$ cat src/rtl/bin_hist_ctrl_pkg.sv
// Shared definitions for the 4-bin histogram controller.
//   state_e        : controller state encoding (IDLE / ACCUM / REPORT)
//   NUM_BINS       : number of histogram bins
//   BIN_TH1..3     : lower bounds of bins 2, 3 and 4 on the 4-bit sample scale
//   idx_to_bin()   : 0-based bin index -> 1-based bin number driven on out_bin
package bin_hist_ctrl_pkg;

  typedef enum logic [1:0] {
    ST_IDLE   = 2'd0,
    ST_ACCUM  = 2'd1,
    ST_REPORT = 2'd2
  } state_e;

  localparam int NUM_BINS  = 4;
  localparam int BIN_W     = 3;
  localparam int BIN_IDX_W = 2;

  localparam logic [3:0] BIN_TH1 = 4'd4;
  localparam logic [3:0] BIN_TH2 = 4'd8;
  localparam logic [3:0] BIN_TH3 = 4'd12;

  function automatic logic [BIN_W-1:0] idx_to_bin(input logic [BIN_IDX_W-1:0] idx);
    return {1'b0, idx} + 3'd1;
  endfunction

endpackage

$ cat src/rtl/bin_hist_ctrl_bin_classify.sv
// Combinational sample-to-bin mapper.
//   data : 4-bit unsigned sample
//   bin  : 1-based bin number (1..4)
module bin_classify
  import bin_hist_ctrl_pkg::*;
(
  input  logic [3:0]       data,
  output logic [BIN_W-1:0] bin
);

  always_comb begin
    bin = 3'd4;
    if (data < BIN_TH1)      bin = 3'd1;
    else if (data < BIN_TH2) bin = 3'd2;
    else if (data < BIN_TH3) bin = 3'd3;
  end

endmodule

$ cat src/rtl/bin_hist_ctrl.sv
// Frame-based 4-bin histogram controller.
// Accumulates FRAME_LEN samples into four saturating bin counters, then
// reports the counts as four handshaked beats (bin 1..4) and pulses done.
//   clk, rst_n          : clock, async active-low reset
//   start, abort        : frame start (IDLE only), synchronous abort
//   in_valid/in_ready   : sample handshake, in_data is the 4-bit sample
//   out_valid/out_ready : result handshake, out_bin/out_count the beat
//   busy, done          : not-IDLE flag, one-cycle end-of-report pulse
module bin_hist_ctrl
  import bin_hist_ctrl_pkg::*;
#(
  parameter int FRAME_LEN = 16,
  parameter int CNT_W     = 8
) (
  input  logic             clk,
  input  logic             rst_n,
  input  logic             start,
  input  logic             abort,
  input  logic             in_valid,
  input  logic [3:0]       in_data,
  output logic             in_ready,
  input  logic             out_ready,
  output logic             out_valid,
  output logic [2:0]       out_bin,
  output logic [CNT_W-1:0] out_count,
  output logic             busy,
  output logic             done
);

  localparam logic [7:0]       LAST_SAMP = 8'(FRAME_LEN - 1);
  localparam logic [CNT_W-1:0] CNT_MAX   = '1;

  state_e                             state_q, state_d;
  logic [NUM_BINS-1:0][CNT_W-1:0]     cnt_q, cnt_d;
  logic [7:0]                         samp_q, samp_d;
  logic [BIN_IDX_W-1:0]               rpt_q, rpt_d;
  logic                               done_q, done_d;

  logic [BIN_W-1:0]     samp_bin;
  logic [BIN_IDX_W-1:0] samp_idx;

  bin_classify u_classify (
    .data (in_data),
    .bin  (samp_bin)
  );

  assign samp_idx = BIN_IDX_W'(samp_bin - 3'd1);

  always_comb begin
    state_d = state_q;
    cnt_d   = cnt_q;
    samp_d  = samp_q;
    rpt_d   = rpt_q;
    done_d  = 1'b0;

    if (abort) begin
      // Abort wins over start and both handshakes; counters are left as-is
      // and are cleared by the next start anyway.
      state_d = ST_IDLE;
      rpt_d   = '0;
    end else begin
      unique case (state_q)
        ST_IDLE: begin
          if (start) begin
            state_d = ST_ACCUM;
            cnt_d   = '0;
            samp_d  = '0;
            rpt_d   = '0;
          end
        end

        ST_ACCUM: begin
          if (in_valid) begin
            if (cnt_q[samp_idx] != CNT_MAX)
              cnt_d[samp_idx] = cnt_q[samp_idx] + CNT_W'(1);
            samp_d = samp_q + 8'd1;
            if (samp_q == LAST_SAMP) begin
              state_d = ST_REPORT;
              rpt_d   = '0;
            end
          end
        end

        ST_REPORT: begin
          if (out_ready) begin
            if (rpt_q == BIN_IDX_W'(NUM_BINS - 1)) begin
              state_d = ST_IDLE;
              rpt_d   = '0;
              done_d  = 1'b1;
            end else begin
              rpt_d = rpt_q + BIN_IDX_W'(1);
            end
          end
        end

        default: state_d = ST_IDLE;
      endcase
    end
  end

  always_ff @(posedge clk or negedge rst_n) begin
    if (!rst_n) begin
      state_q <= ST_IDLE;
      cnt_q   <= '0;
      samp_q  <= '0;
      rpt_q   <= '0;
      done_q  <= 1'b0;
    end else begin
      state_q <= state_d;
      cnt_q   <= cnt_d;
      samp_q  <= samp_d;
      rpt_q   <= rpt_d;
      done_q  <= done_d;
    end
  end

  // rpt_q rests at 0 outside REPORT, so out_bin idles at 1 and out_count
  // shows the retained bin-1 count.
  assign in_ready  = (state_q == ST_ACCUM);
  assign out_valid = (state_q == ST_REPORT);
  assign out_bin   = idx_to_bin(rpt_q);
  assign out_count = cnt_q[rpt_q];
  assign busy      = (state_q != ST_IDLE);
  assign done      = done_q;

endmodule

$ cat config.mk
export PLATFORM = sky130hd
export DESIGN_NAME = bin_hist_ctrl
export DESIGN_NICKNAME = d
export VERILOG_FILES = /design/src/rtl/bin_hist_ctrl_pkg.sv /design/src/rtl/bin_hist_ctrl_bin_classify.sv /design/src/rtl/bin_hist_ctrl.sv
export SDC_FILE = /design/constraint.sdc
export NUM_CORES = 1
export LEC_CHECK = 0
export CAP_MARGIN = 10
export CELL_PAD_IN_SITES_DETAIL_PLACEMENT = 1
export CELL_PAD_IN_SITES_GLOBAL_PLACEMENT = 2
export CORE_ASPECT_RATIO = 2
export CORE_MARGIN = 3
export CORE_UTILIZATION = 34
export DETAILED_ROUTE_END_ITERATION = 10
export PLACE_DENSITY_LB_ADDON = 0.15
export SKIP_CTS_REPAIR_TIMING = 1
export SLEW_MARGIN = 40
export SYNTH_ARGS = -nofsm -noshare
export SYNTH_HDL_FRONTEND = slang
export SYNTH_SLANG_ARGS = --single-unit
$ cat constraint.sdc
create_clock -name clk -period 2 [get_ports clk]
set_clock_uncertainty 0.05 [all_clocks]
set_input_delay 0.2 -clock clk [delete_from_list [all_inputs] [get_ports clk]]
set_output_delay 0.2 -clock clk [all_outputs]
set_load 0.01 [all_outputs]
# After elaboration in Yosys (flattened, before gate mapping)
# Index checks and enable logic that the tools add are counted.
[totals]
output_inout_bits = 15
wordCells = 77
register_bits = 45
input_bits = 10
[classes]
n_eq_ne = 13
bitwise = 1
n_addsub = 5
n_lt_le_gt_ge = 6
n_mux = 35
n_reduce_logical = 9
[op_table]
columns = ["operator", "n"]
rows = [
  ["$mux W32", 3],
  ["$pmux W32 S2", 1],
  ["$mux W8", 5],
  ["$bmux W8 S2", 2],
  ["$bwmux W32", 1],
  ["$mux W2", 15],
  ["$add A8 B1 Y8 const B", 2],
  ["$demux W8 S2", 1],
  ["$pmux W8 S2", 1],
  ["$reduce_and A5 Y1", 3],
  ["$pmux W2 S3", 2],
  ["$ne A3 B3 Y1 const B", 3],
  ["$eq A8 B4 Y1 const B", 1],
  ["$lt A4 B4 Y1 const B", 2],
  ["$ne A8 B8 Y1 const B", 1],
  ["$lt A2 B3 Y1 const B", 2],
  ["$ne A3 B2 Y1 const B", 2],
  ["$eq A2 B2 Y1 const B", 2],
  ["$lt A4 B3 Y1 const B", 1],
  ["$mux W1", 4],
  ["$ne A2 B2 Y1 const B", 2],
  ["$reduce_and A4 Y1", 1],
  ["$reduce_bool A2 Y1", 2],
  ["$reduce_bool A4 Y1", 1],
  ["other kinds (9)", 9],
]

# Logic depth before layout (Yosys ltp)
# Gate-level depths: netlist of the first run.
[depth]
depth_word = 13
mapped_depth = 8
mapped_depth_nobuf = 6

# Modules after synthesis
# A second synthesis of the first run with hierarchy kept.
[unflattened]
cells_unflattened = 202
hier_area_um2 = 2560.0
[modules_own_cells]
columns = ["mod", "area_per_inst_um2", "n_inst", "cells_each"]
rows = [
  ["bin_hist_ctrl", 2508.7, 1, 196],
  ["bin_classify", 51.3, 1, 6],
]

# Worst setup path before layout of the first run
# No wires, ideal clock.
[synth_path]
path_kind = "reg-to-reg"
start = "register cnt_q[24] (netlist bit)"
end = "register cnt_q[10] (netlist bit)"
setup_time_ns = 0.121
path_stages_with_launch = 6
required_ns = 1.829
slack_ns = 0.049
period_less_slack_ns = 1.951
arrival_time_ns = 1.780
path_buffers = 0
cell_sequence = "dfrtp_1 > mux4_2 > ha_1 > nand4_2 > o221ai_2 > a22o_1"
[synth_via]
elab_chain_len = 7
elab_cells_between_ends = 10
classes_between = "add/sub: 1; eq/ne: 2; mux: 6; reduce/logical: 1"
[synth_lines]
columns = ["item", "line_no", "source"]
rows = [
  ["start, declared", "bin_hist_ctrl.sv:34", "logic [NUM_BINS-1:0][CNT_W-1:0] cnt_q, cnt_d;"],
  ["start signal, assigned", "bin_hist_ctrl.sv:110", "cnt_q <= cnt_d;"],
  ["$bmux W8 S2 (*)", "bin_hist_ctrl.sv:74, bin_hist_ctrl.sv:75", ""],
  ["$mux W8 (not written as such) (*)", "bin_hist_ctrl.sv:74, bin_hist_ctrl.sv:75", ""],
  ["$add A8 B1 Y8", "bin_hist_ctrl.sv:75", "cnt_d[samp_idx] = cnt_q[samp_idx] + CNT_W'(1);"],
  ["$bwmux W32", "bin_hist_ctrl.sv:75", ""],
  ["$mux W32", "bin_hist_ctrl.sv:74", "if (cnt_q[samp_idx] != CNT_MAX)"],
  ["$mux W32", "bin_hist_ctrl.sv:73", "if (in_valid) begin"],
  ["$pmux W32 S2", "bin_hist_ctrl.sv:62", "unique case (state_q)"],
]
# Every way passes the cells marked *; elsewhere a longest branch is shown, timed or not. The select of a mux whose other input is x is not followed.
# A chain may end at the register's enable or synchronous reset.

# Worst setup path in the final report of the first run
[layout_path]
start = "register cnt_q[24] (netlist bit)"
end = "register cnt_q[23] (netlist bit)"
# The elaborated chain is that of the path after synthesis.

==> results of run 1 <==
worst max-delay path: cells and delay by family, from the launching register on:
kind / cells / cell delay (ns)
buffers and inverters: 1 / 0.14
adder cells (fa/ha/maj): 1 / 0.20
flip-flops: 1 / 0.38
AO/OA/AOI/OAI: 2 / 0.49
multiplexers: 1 / 0.53
AND/OR/NAND/NOR: 1 / 0.08
cells in the mapped netlist (all sizes together):
cell and number:
inv 5, a32o 8, and3 3, o22ai 1, or3 3, nor3 3
nor3b 1, and2 1, a22oi 1, mux4 16, a31oi 1, nand4 3
xor2 2, nand2 24, nand3 7, nor2b 3, nor2 14, o21a 1
ha 3, or2 1, buf 5, o221ai 4, a21oi 4, mux2 2
dfrtp 45, clkbuf 7, o31ai 4, o41ai 1, xnor2 1, nand2b 4
mux2i 1, a22o 16, nor4 1, o21ai 22
metrics by stage:
step | setup TNS [ns] | instance area, um^2
4_1_cts | -8.57 | 3330
2_1_floorplan | 0 | 2510
5_1_grt | -0.268 | 3610
3_5_place_dp | -17.50 | 3190
3_3_place_gp | -16.43 | 3190
6_report | 0 | 3610
metal layers:
layer	routed length, um	vias up
li1	-	984
met1	2880	1106
met2	4680	42
met3	181	22
met4	301	0
met5	0	-
where the power goes:
group / internal (uW) / leakage, uW / switching, uW
Sequential: 978 / 0.000623 / 45.0
Combinational: 497 / 0.00104 / 569
Clock: 464 / 0.0000641 / 339
Total: 1940 / 0.00173 / 953
worst min-delay path by stage:
stage / start / end / slack [ns] / cells past startpoint
floorplan: rst_n / cnt_q[0] / -0.15 / 0
global placement: rst_n / cnt_q[16] / 0.19 / 1
detailed placement: rst_n / cnt_q[24] / 0.18 / 1
CTS: rst_n / samp_q[6] / -0.12 / 1
global route: in_data[2] / cnt_q[0] / 0.27 / 3
finish: in_data[2] / cnt_q[0] / 0.24 / 3
placed cells by master (no fill, tap or decap), types with 4 or more instances in the layout:
cell	netlist	layout
nand2b_1	4	4
inv_1	5	4
o221ai_4	0	4
a22o_1	16	16
dfrtp_1	45	44
nand2_1	24	23
clkdlybuf4s50_1	0	10
dlymetal6s2s_1	0	11
buf_6	1	8
nand3_1	6	5
buf_4	1	48
mux4_2	16	16
clkbuf_16	0	5
o21ai_0	17	15
nor2_1	12	12
a32o_1	5	5
o21ai_1	3	4
kinds of logic after synthesis:
| logic type | share of synthesized area |
|---|---|
| AOI/OAI and AO/OA | 0.199 |
| adders and majority gates | 0.0149 |
| DFF | 0.448 |
| buffers and inverters | 0.0308 |
| muxes | 0.156 |
| xor gates and xnor gates | 0.0104 |
| and+or+nand+nor | 0.141 |
final cells by class:
type / instances / area [um^2]
Fill cell: 760 / 3430
Clock inverter: 1 / 7.51
Tap cell: 90 / 113
Inverter: 5 / 18.8
Timing Repair Buffer: 82 / 763
Clock buffer: 7 / 133
Multi-Input combinational cell: 156 / 1450
Sequential cell: 45 / 1130
flip-flops by register name (all words and copies together) (netlist names):
name	flops
samp_q	8
rpt_q	2
state_q	2
done	1
cnt_q	32
==> results.cfg, run 1 <==
[layout]
final_core_util = 0.513
fin_cells = 386
drive_above_1_share = 0.385
syn_to_final_growth_pct = 43.7
layout.nets = 308
n_antenna_cell = 0

[timing]
fin_hold_ws_ns = 0.241
fin_ws_ns = 0.0266
fin_crit_sh = 0.987
max_freq_ghz = 0.507
final_hold_viol_count = 0
slew_headroom = 0.599
setup_violations = 0
report.final.slew_viol_count = 0
rsz0062_at_grt = true
tightest_slew_ns = 0.602
finalCriticalPeriod_ns = 1.97

[global_routing]
use_met1 = 0.216
grt_pass1_vias = 2427
grt_usage = 0.200
antenna_found_initial = 0
grt_max_degree = 25
grt_overflow = 0
grt_pass1_wl_mm = 12.7
met2_usage = 0.374
use_met3 = 0.0361
top_usage_layer = met2

[worst_hold_path]
min_path_type = in -> reg

[drt]
vias = 2154
drt_iter0_markers = 70
viasPerCell = 5.58
ant_nets = 0
routedWlPerCell_um = 20.9
drc = 0
drtPass1Iterations = 4
wirelength_mm = 8.05

[place]
gp_congestion = 0.816
dp_hpwl_mm = 6.21
pre_cts_slack_ns = -0.605
io_buffers = 22
dp_cells = 371

[power]
power_uw = 2890
power.density_nw_per_um2 = 800
cellLeakagePower_uw = 0.00173
peakVddDrop_v = 0.000670

[worst_setup_path]
crit_path_max_fanout = 8
ff2ff_setup_slack_ns = 0.03
worstPathArrival_ns = 2.10
required_ns = 2.13
endpoint = cnt_q[23]
critPathCaptureType = flop
r2r_start = cnt_q[24]
worst_r2r_path_depth = 6
critPathMaxStageDelay_ns = 0.53
worstPathCellList = mux4_2, ha_4, nand4_4, buf_12, o221ai_4, a32o_2
crit_start = cnt_q[24]
cp-start-kind = flop
critical_path_class = reg -> reg
reg2reg_to = cnt_q[23]
cpMaxStageDelayCell = mux4_2

[run]
drv_cap = 0

[die]
io_pins = 25
die_y_um = 128
die-width_um = 66.8
fp-row-count = 43
coreArea_um2 = 7050
initial_core_util = 0.357
die_area_um2 = 8530

[clocking]
htree_levels = 2
clk_path_buf_depth = 2
path_clk_slew_ns = 0.06
clock_latency_ns = 0.29
cts_buffers = 5
cts.sinks = 45
clockRootBuffer = clkbuf_16
tritoncts = yes

[status]
status = completed

[synth]
synth_area_leaders = dfrtp_1, mux4_2, a22o_1, nand2_1, o21ai_0
synth_top_area_cell = dfrtp_1
yosys_warnings = 0
syn-cell-area_um2 = 2510
synth.top_cell.area_share = 0.448
syn-num-nets = 231
ys_ff_latch = 45
syn_area_per_cell_um2 = 11.5
synth_seq_area_share = 0.448
yosysUniqueCellTypes = 47
synthCells = 218
Power figures use the tool's default switching activity.
==> run 2, diff against run 1 <==
--- a/config.mk
+++ b/config.mk
@@ -6,5 +6,4 @@
 export NUM_CORES = 1
 export LEC_CHECK = 0
-export CAP_MARGIN = 10
 export CELL_PAD_IN_SITES_DETAIL_PLACEMENT = 1
 export CELL_PAD_IN_SITES_GLOBAL_PLACEMENT = 2
==> constraint.sdc (replaced) <==
create_clock -name clk -period 2 [get_ports clk]
set_clock_uncertainty 0.05 [all_clocks]
set_input_delay 0.2 -clock clk [delete_from_list [all_inputs] [get_ports clk]]
set_output_delay 0.2 -clock clk [all_outputs]
set_load 0.1 [all_outputs]
==> run 2 against run 1 <==
The run now ends with setup timing left. Critical path depth is 1 lower. Fmax fell by 2.8%. Setup slack got worse by 0.056 ns. Critical path type unchanged. Largest cell class unchanged. Largest power group unchanged. Highest routed layer unchanged.
==> results.cfg, run 2 (synthesis results as in run 1) <==
[clocking]
cts_buffers = 5
path_clk_slew_ns = 0.06
tritoncts = yes
clockRootBuffer = clkbuf_16
htree_levels = 2
clock_latency_ns = 0.29
clk_path_buf_depth = 2
cts.sinks = 45

[timing]
fin_crit_sh = 1.01
rsz0062_at_grt = true
final_hold_viol_count = 0
slew_headroom = 0.587
fin_hold_ws_ns = 0.395
tightest_slew_ns = 0.619
max_freq_ghz = 0.493
final.setup.tns_ns = -0.0663
setup_violations = 5
finalCriticalPeriod_ns = 2.03
report.final.slew_viol_count = 0
fin_ws_ns = -0.0298

[status]
status = complete, but fails checks
violations = setup timing

[layout]
layout_common_cells = buf_4, dfrtp_1, nand2_1
reg.largest.list = cnt_q: 32 flops, samp_q: 8 flops
drive_above_1_share = 0.429
syn_to_final_growth_pct = 46.7
fin_cells = 377
final_common_cell = buf_4
largest_register_ffs = 32
finalInstanceArea_um2 = 3690
top_register = cnt_q
layout.nets = 299
n_antenna_cell = 0

[drt]
vias = 2103
ant_nets = 0
drt_iter0_markers = 121
viasPerCell = 5.58
routedWlPerCell_um = 21.9
drtPass1Iterations = 4
wirelength_mm = 8.24
drc = 0

[global_routing]
antenna_found_initial = 0
grt_pass1_wl_mm = 13.2
grt_pass1_vias = 2354
grt_usage = 0.215
grt_max_degree = 25
grt_overflow = 0

[die]
die-width_um = 66.8
coreArea_um2 = 7050
initial_core_util = 0.357
die_area_um2 = 8530
die_y_um = 128
fp-row-count = 43
io_pins = 25

[place]
place_area_um2 = 3400
dp_cells = 368
dp_hpwl_mm = 6.31
gp_congestion = 0.819
io_buffers = 22

[worst_setup_path]
worstPathArrival_ns = 2.16
cp-start-kind = flop
required_ns = 2.13
cpMaxStageDelayCell = mux4_2
critPathCaptureType = flop
crit_path_max_fanout = 8
critPathMaxStageDelay_ns = 0.53
critical_path_class = reg -> reg
worstPathCellList = mux4_2, ha_4, nand4_4, o221ai_4, a32o_2

[power]
power.density_nw_per_um2 = 970
cellLeakagePower_uw = 0.00160
power_uw = 3580
peakVddDrop_v = 0.000871

[worst_hold_path]
min_path_type = in -> async

[run]
drv_cap = 0
[run 2: cell types whose count changed in the layout (fill, tap and decap cells not counted), moves of 2 or more]
cell | before | now
o31ai_4 | 0 | 3
clkdlybuf4s50_1 | 10 | 4
buf_12 | 3 | 16
nor2_4 | 0 | 2
dlymetal6s2s_1 | 11 | 2
buf_6 | 8 | 1
nand2_2 | 0 | 3
nand2_1 | 23 | 21
o31ai_2 | 2 | 0
[run 2: final cells by class]
type | instances | area [um^2]
inverters | 5 | 22.5
fillers | 746 | 3360
well taps | 90 | 113
clock inverters | 1 | 30.0
flip-flops and latches | 45 | 1130
repair buffers | 73 | 772
clock buffers | 7 | 143
multi-input cells | 156 | 1480
[run 2: final timing paths]
kind                       depth (start not counted)         to  startpoint  slack [ns]
max in group asynchronous                          3  cnt_q[10]       rst_n        0.92
min in group clk                                   3   cnt_q[0]  in_data[3]        0.40
min reg2reg                                        1  samp_q[3]   samp_q[3]        0.45
max                                                5   cnt_q[7]   cnt_q[24]       -0.03
max reg2reg                                        5   cnt_q[7]   cnt_q[24]       -0.03
min                                                2  cnt_q[14]       rst_n        0.40
[run 2: per-stage QoR]
| stage | util | setup slack, ns |
|---|---|---|
| after floorplan | - | -0.0270 |
| after global placement | 0.483 | -0.520 |
| after detailed placement | 0.483 | -0.598 |
| after CTS | 0.507 | -0.293 |
| after global routing | 0.523 | -0.0784 |
| final | 0.523 | -0.0298 |
[run 2: metal layers]
layer / share of wire / global-route usage / vias to the layer above
met1: 0.35 / 0.229 / 1085
met2: 0.60 / 0.401 / 30
met5: 0 / 0 / -
met3: 0.018 / 0.0325 / 15
met4: 0.032 / 0.0946 / 0
li1: - / - / 973
[run 2: worst max-delay path: cells and delay by family (launching register included)]
family,cells,cell delay (ns)
AOI/OAI and AO/OA,2,0.53
adders and majority gates,1,0.21
muxes,1,0.53
DFF,1,0.40
and+or+nand+nor,1,0.19
[run 2: power by group]
part | total (uW) | switching [uW] | internal [uW]
clock | 987 | 362 | 625
combinational | 1540 | 969 | 571
sequential | 1050 | 71.4 | 980
total | 3580 | 1400 | 2180
==> run 3, diff against run 2 <==
- CORE_UTILIZATION: 34 -> 41
- clock period: 2 -> 2.4 ns (I/O delays scaled with it)
==> run 3 against run 2 <==
The flow now finishes without violations. Critical path depth increased by 2. Setup slack improved by 0.072 ns. Cell count decreased by 15%. Non-clock buffer count decreased by 28. Global-route usage increased by 2.4 points. Clock-buffer cell count unchanged. Via count decreased by 4.0%. Sequential cell count unchanged. Cell area decreased by 12%. Utilization increased by 3.4 points. Clock power decreased by 18%. Critical endpoint is now cnt_q[26]. Largest cell class unchanged. Largest power group unchanged. Highest routed layer unchanged.
==> results.cfg, run 3 (synthesis results as in run 1) <==
[clocking]
cts_buffers = 5
clk_path_buf_depth = 2
tritoncts = yes
cts.sinks = 45
clock_latency_ns = 0.29
clockRootBuffer = clkbuf_16
path_clk_slew_ns = 0.06
htree_levels = 2

[layout]
layout.nets = 271
layout_common_cells = dfrtp_1, buf_4, nand2_1
n_antenna_cell = 0
top_register = cnt_q
final_common_cell = dfrtp_1
final_core_util = 0.558
drive_above_1_share = 0.324
finalInstanceArea_um2 = 3240
syn_to_final_growth_pct = 28.8
reg.largest.list = cnt_q: 32 flops, samp_q: 8 flops
largest_register_ffs = 32

[global_routing]
grt_usage = 0.239
antenna_found_initial = 0
grt_pass1_wl_mm = 12.4
grt_max_degree = 46
grt_pass1_vias = 2302
grt_overflow = 0

[place]
io_buffers = 22
gp_congestion = 0.811
pre_cts_slack_ns = -0.264
dp_hpwl_mm = 5.69
place_area_um2 = 3030

[timing]
max_freq_ghz = 0.424
rsz0062_at_grt = true
fin_crit_sh = 0.982
tightest_slew_ns = 0.831
report.final.slew_viol_count = 0
final_hold_viol_count = 0
slew_headroom = 0.444
finalCriticalPeriod_ns = 2.36
fin_ws_ns = 0.0424
setup_violations = 0

[drt]
viasPerCell = 6.31
drt_iter0_markers = 90
drtPass1Iterations = 4
wirelength_mm = 7.54
routedWlPerCell_um = 23.6
drc = 0
vias = 2019
ant_nets = 0

[power]
peakVddDrop_v = 0.00117
seq_power_share = 0.332
p_switching_uw = 1060
p_int_uw = 1650
cellLeakagePower_uw = 0.00139
p_sw_frac = 0.390
comb_power_share = 0.371
power_uw = 2710
power.density_nw_per_um2 = 838
clkPwrFrac = 0.297

[die]
coreArea_um2 = 5810
fp-row-count = 39
die-width_um = 61.4
io_pins = 25
initial_core_util = 0.433
die_area_um2 = 7170
die_y_um = 117

[run]
drv_cap = 0

[worst_setup_path]
worst_r2r_path_depth = 5
crit_path_max_fanout = 9
cp-start-kind = input pin
r2r_start = cnt_q[24]
worstPathArrival_ns = 2.53
required_ns = 2.57
critPathCaptureType = flop
critical_path_class = in -> reg
ff2ff_setup_slack_ns = 0.23
reg2reg_to = cnt_q[31]

[worst_hold_path]
min_path_type = in -> async

[status]
status = completed
## run 3: critical path, stage by stage
cell and delay [ns]:
clkdlybuf4s50_1 0.52, buf_4 0.23, mux4_2 0.24, ha_1 0.19, nand4_2 0.25, o221ai_2 0.61
a22o_1 0.24
## run 3: worst max path at each step
stage	from	endpoint	slack, ns	depth (start not counted)
after CTS	in_data[2]	cnt_q[0]	0.000005	8
after floorplan	state_q[0]	cnt_q[10]	0.29	5
final	in_data[3]	cnt_q[26]	0.04	7
after global routing	in_data[2]	cnt_q[30]	-0.09	8
after detailed placement	in_data[3]	cnt_q[0]	-0.26	8
after global placement	in_data[3]	cnt_q[7]	-0.18	6
## run 3: area by class of cell
class / instances / area [um^2]
flip-flops and latches: 45 / 1130
well taps: 61 / 76.3
clock buffers: 7 / 143
clock inverters: 1 / 30.0
fillers: 606 / 2570
multi-input cells: 156 / 1340
repair buffers: 45 / 505
inverters: 5 / 22.5
## run 3: metal layers
layer / vias to the layer above / wire length (um) / global-route usage
met5: - / 0 / 0
met3: 16 / 176 / 0.0354
li1: 915 / - / -
met2: 32 / 4510 / 0.465
met1: 1056 / 2670 / 0.248
met4: 0 / 182 / 0.0708
## run 3: through the flow
step / hold WS, ns / instances / setup TNS, ns
3_5_place_dp: 0.232 / 311 / -6.00
2_1_floorplan: -0.106 / 218 / 0
5_1_grt: 0.496 / 320 / -0.887
3_3_place_gp: 0.392 / 311 / -4.09
6_report: 0.446 / 320 / 0
4_1_cts: -0.0718 / 319 / 0
## run 3: power by group through the flow
| stage | logic, uW | clock network, uW | registers (uW) |
|---|---|---|---|
| 6_report | 1010 | 805 | 902 |
| 5_1_grt | 1060 | 863 | 914 |
| 4_1_cts | 1000 | 816 | 904 |
| 3_5_place_dp | 995 | 0 | 919 |
| 3_3_place_gp | 973 | 0 | 907 |
| 2_1_floorplan | 696 | 0 | 872 |
